--- src/rtl/scanner_pkg.sv ---
// scanner_pkg: shared state encoding and sizing for the channel scanner
package scanner_pkg;
    typedef enum logic [1:0] {IDLE, SCAN, DONE} state_e;
    localparam int NCH = 4;
    localparam int SEL_W = 2;
    localparam int CNT_W = 4;
endpackage

--- src/rtl/dwell_counter.sv ---
// dwell_counter: counts hold cycles per channel, flags the terminal cycle
module dwell_counter
    import scanner_pkg::*;
(
    input  logic             clk,
    input  logic             rst_n,
    input  logic             clear,
    input  logic             enable,
    input  logic [CNT_W-1:0] term,
    output logic             last
);
    logic [CNT_W-1:0] cnt_q, cnt_d;

    assign last = cnt_q == term;

    always_comb begin
        cnt_d = clear ? '0 : enable ? (last ? '0 : cnt_q + CNT_W'(1)) : cnt_q;
    end

    always_ff @(posedge clk or negedge rst_n) begin
        if (!rst_n) cnt_q <= '0;
        else        cnt_q <= cnt_d;
    end
endmodule

--- src/rtl/channel_scanner.sv ---
// channel_scanner: steps a 4-to-1 mux select, samples each channel, hands the word off
module channel_scanner
    import scanner_pkg::*;
#(
    parameter int DWELL = 2
) (
    input  logic             clk,
    input  logic             rst_n,
    input  logic             start,
    output logic [SEL_W-1:0] sel,
    input  logic             y,
    output logic [NCH-1:0]   word,
    output logic             valid,
    input  logic             ready,
    output logic             busy
);
    localparam logic [CNT_W-1:0] TERM = CNT_W'(DWELL - 1);

    state_e           state_q, state_d;
    logic [SEL_W-1:0] idx_q, idx_d;
    logic [NCH-1:0]   shadow_q, shadow_d;
    logic [NCH-1:0]   word_q, word_d;
    logic             dwell_last, step, last_ch;

    dwell_counter u_dwell (
        .clk    (clk),
        .rst_n  (rst_n),
        .clear  (state_q != SCAN),
        .enable (state_q == SCAN),
        .term   (TERM),
        .last   (dwell_last)
    );

    assign step    = (state_q == SCAN) && dwell_last;
    assign last_ch = idx_q == SEL_W'(NCH - 1);

    always_ff @(posedge clk or negedge rst_n) begin
        if (!rst_n) begin
            state_q  <= IDLE;
            idx_q    <= '0;
            shadow_q <= '0;
            word_q   <= '0;
        end else begin
            state_q  <= state_d;
            idx_q    <= idx_d;
            shadow_q <= shadow_d;
            word_q   <= word_d;
        end
    end

    always_comb begin
        state_d = state_q;
        case (state_q)
            IDLE:    state_d = start ? SCAN : IDLE;
            SCAN:    state_d = (step && last_ch) ? DONE : SCAN;
            DONE:    state_d = ready ? IDLE : DONE;
            default: state_d = IDLE;
        endcase
    end

    // the bit captured on the final edge goes straight into word alongside the shadow
    always_comb begin
        idx_d    = (state_q == SCAN) ? (step ? idx_q + SEL_W'(1) : idx_q) : '0;
        shadow_d = shadow_q;
        if (step) shadow_d[idx_q] = y;
        word_d   = (step && last_ch) ? shadow_d : word_q;
    end

    always_comb begin
        sel   = (state_q == SCAN) ? idx_q : '0;
        busy  = state_q == SCAN;
        valid = state_q == DONE;
        word  = word_q;
    end
endmodule

--- config.mk ---
export PLATFORM = sky130hd
export DESIGN_NAME = channel_scanner
export DESIGN_NICKNAME = d
export VERILOG_FILES = /design/src/rtl/scanner_pkg.sv /design/src/rtl/dwell_counter.sv /design/src/rtl/channel_scanner.sv
export SDC_FILE = /design/constraint.sdc
export NUM_CORES = 1
export LEC_CHECK = 0
export ABC_AREA = 0
export CORE_MARGIN = 1
export CORE_UTILIZATION = 56
export CTS_CLUSTER_SIZE = 30
export DETAILED_ROUTE_END_ITERATION = 8
export GPL_TIMING_DRIVEN = 0
export PLACE_DENSITY = 0.82
export SLEW_MARGIN = 20
export SYNTH_ARGS = -nofsm -noshare
export SYNTH_HDL_FRONTEND = slang
export SYNTH_HIERARCHICAL = 1
export SYNTH_SLANG_ARGS = --single-unit
--- constraint.sdc ---
create_clock -name clk -period 3.3 [get_ports clk]
set_clock_uncertainty 0.05 [all_clocks]
set_input_delay 0.66 -clock clk [delete_from_list [all_inputs] [get_ports clk]]
set_output_delay 0.66 -clock clk [all_outputs]
set_load 0.01 [all_outputs]
==> load_flow_metrics.sql <==
INSERT INTO impl_metrics (metric_group, metric, value, unit) VALUES
('status', 'run_status', 'completed', ''),
('place', 'port-buffer-count', '12', ''),
('logic_synthesis', 'synth_area_in_adders', '6.94', '%'),
('clock_network', 'postCtsResizedCells', '0', ''),
('routing', 'dr_vias_cell', '5.52', ''),
('timing', 'setup_repair_after_global_routing_missed_its_margin', 'no', ''),
('timing', 'maxClockFrequency', '0.394', 'GHz'),
('critical_path', 'crit_path_end_kind', 'output pin', ''),
('cells_and_area', 'design.final.nets', '104', ''),
('clock_network', 'quantity_of_hold_fixing_buffers_added_after_cts', '0', ''),
('critical_path', 'critical_path.max_fanout', '12', ''),
('flow_run', 'timing.max_cap.violations', '0', ''),
('cells_and_area', 'antenna_cells', '0', ''),
('floorplan', 'core.rowCount', '14', ''),
('floorplan', 'design.portCount', '13', ''),
('clock_network', 'post_cts_buffers', '0', ''),
('timing', 'relSlewSlack', '56.0', '%'),
('routing', 'detailedRoute.firstIterationViolations', '11', ''),
('timing', 'finalMaxSlewViolations', '0', ''),
('cells_and_area', 'layout.cells.most_common', 'dfrtp_1', ''),
('pwr', 'p_per_area', '814', 'mW/mm2'),
('logic_synthesis', 'synth-compound-area-share', '6.11', '%'),
('clock_network', 'cts-buffers-inserted', '3', ''),
('timing', 'number_of_hold_slack_violations_in_the_final_timing_report', '0', ''),
('global_route', 'pin_count_of_the_biggest_net_entering_global_routing', '16', ''),
('floorplan', 'die_area', '0.00177', 'mm2'),
('routing', 'met3_wire_length', '44', 'um'),
('logic_synthesis', 'syn-mean-instance-area', '12.0', 'um2'),
('logic_synthesis', 'synth.area.mux_share', '17.6', '%'),
('timing', 'timing_worst_slew_pin_value', '658', 'ps'),
('clock_network', 'tritoncts_clock_tree', 'done', ''),
('cells_and_area', 'areaGrowthSynthToFinish', '19.4', '%'),
('routing', 'm1WireLength', '715', 'um'),
('place', 'hpwl', '1.10', 'mm'),
('logic_synthesis', 'synthSimpleGateAreaFrac', '17.6', '%'),
('logic_synthesis', 'mapped_area', '901', 'um2'),
('logic_synthesis', 'largest_family_of_logic_cells_by_synthesized_area', 'multiplexers', ''),
('place', 'finalWeightedCongestion', '0.761', ''),
('logic_synthesis', 'number_of_synthesized_flops_with_an_enable_pin', '0', ''),
('floorplan', 'floorplan.die.width', '42.1', 'um'),
('routing', 'sum_of_met2_wire_segment_lengths_after_detailed_routing', '692', 'um'),
('global_route', 'grt_first_pass_wirelength', '2.77', 'mm'),
('global_route', 'grt_remaining_overflow', '0', ''),
('cells_and_area', 'seqCellArea', '375', 'um2'),
('logic_synthesis', 'synthXorXnorAreaFrac', '4.86', '%'),
('logic_synthesis', 'dominantRegCellSynth', 'dfrtp_1', ''),
('clock_network', 'htree_levels', '1', ''),
('cells_and_area', 'fillers', '113', ''),
('routing', 'top_layer_used', 'met4', ''),
('critical_path', 'critical_path_class', 'register to output pin', ''),
('clock_network', 'clock_edge_transition_at_the_registers_on_the_reported_setup_and_hold_paths', '90', 'ps'),
('critical_path', 'cp_data_arrival_time', '1830', 'ps'),
('global_route', 'grt_antenna_before_repair', '0', ''),
('floorplan', 'fp.dieH', '42.1', 'um'),
('routing', 'routed_wire_length_per_instance', '13.4', 'um'),
('clock_network', 'cts.sink_count', '15', ''),
('timing', 'final-setup-viol-count', '0', ''),
('clock_network', 'ctsRootBufferMaster', 'clkbuf_4', ''),
('cells_and_area', 'area_of_combinational_cells_with_multiple_inputs', '494', 'um2'),
('timing', 'fin_tns_setup', '0', 'ps'),
('routing', 'routed-via-count', '602', ''),
('hold_path', 'worst_hold_path_type', 'register to register', ''),
('pwr', 'ir_drop', '580', 'uV'),
('clock_network', 'cts_buffer_depth', '2', ''),
('critical_path', 'crit_path_start_kind', 'register', ''),
('floorplan', 'coreArea', '0.00151', 'mm2'),
('logic_synthesis', 'ys_warn_count', '6', ''),
('floorplan', 'floorplan.initialDensity', '59.8', '%'),
('routing', 'detail_route.drc_violations', '0', ''),
('logic_synthesis', 'ys_seq_area_share', '41.7', '%'),
('routing', 'drt_pass1_iterations', '2', '');
worst paths after layout:
| path | end | cells after the start | from | slack [ps] |
|---|---|---|---|---|
| worst max-delay path | sel[1] | 3 | state_q[1] | 760 |
| worst min-delay path | shadow_q[0] | 1 | shadow_q[0] | 460 |
| worst max register to register | word[0] | 5 | u_dwell/cnt_q[1] | 1340 |
| worst min register to register | shadow_q[0] | 1 | shadow_q[0] | 460 |
| max in group asynchronous | word[0] | 1 | rst_n | 2060 |
| min in group asynchronous | u_dwell/cnt_q[3] | 1 | rst_n | 730 |
layout make-up:
type                       count  area share, %
sequential                    15           34.9
multi-input combinational     55           45.9
timing repair buffer          12           11.2
buffer                         3           2.21
clock buffer                   3           2.09
clock inverter                 1          0.465
inverter                       4           1.40
tap                           16           1.86
stage by stage:
step	power (mW)	instance area, um2	utilization, %	instances	worst slack [ps]
2_1_floorplan	0.643	908	-	77	1520
3_3_place_gp	0.755	1050	69.6	105	1090
3_5_place_dp	0.777	1050	69.6	105	1080
4_1_cts	0.883	1080	71.4	109	738
5_1_grt	0.955	1080	71.4	109	630
6_report	0.876	1080	71.4	109	763
report_power, final:
| group | internal (mW) | switching [mW] | total (mW) |
|---|---|---|---|
| Sequential | 0.258 | 0.0678 | 0.326 |
| Clock | 0.0450 | 0.0577 | 0.103 |
| Combinational | 0.250 | 0.198 | 0.447 |
| Total | 0.553 | 0.323 | 0.876 |
kinds of logic after synthesis:
family                     Yosys count
and+or+nand+nor                     22
DFF                                 15
muxes                               13
buffers and inverters                7
AOI/OAI and AO/OA                    6
adders and majority gates            5
xor gates and xnor gates             5
other                                2
synth_stat cells, types with 2 or more instances:
library cell / count / area share [%]
nand2_1: 3 / 1.2
mux2_2: 7 / 8.8
mux2_4: 4 / 6.7
or2b_1: 4 / 3.3
conb_1: 2 / 0.83
o32ai_1: 2 / 1.9
nand4b_1: 3 / 2.9
inv_1: 4 / 1.7
dfrtp_1: 15 / 42
xor2_1: 4 / 3.9
mux2i_1: 2 / 2.2
nor2_1: 7 / 2.9
ha_1: 5 / 6.9
routing by layer:
layer / global-route usage (%) / vias to the layer above
met5: 0 / -
met1: 27.7 / 298
met3: 3.88 / 2
met2: 33.4 / 8
li1: - / 294
met4: 5.63 / 0
worst max-delay path: stages, from the launching register on:
cell and delay [ps]:
dfrtp_1 470, or2b_1 390, nor2_1 140, clkdlybuf4s50_1 540
state kept, by name, indices dropped and copies added (netlist names):
signal / flops
word: 4
u_dwell/cnt_q: 4
state_q: 2
idx_q: 2
shadow_q: 3
Power figures use the tool's default switching activity.
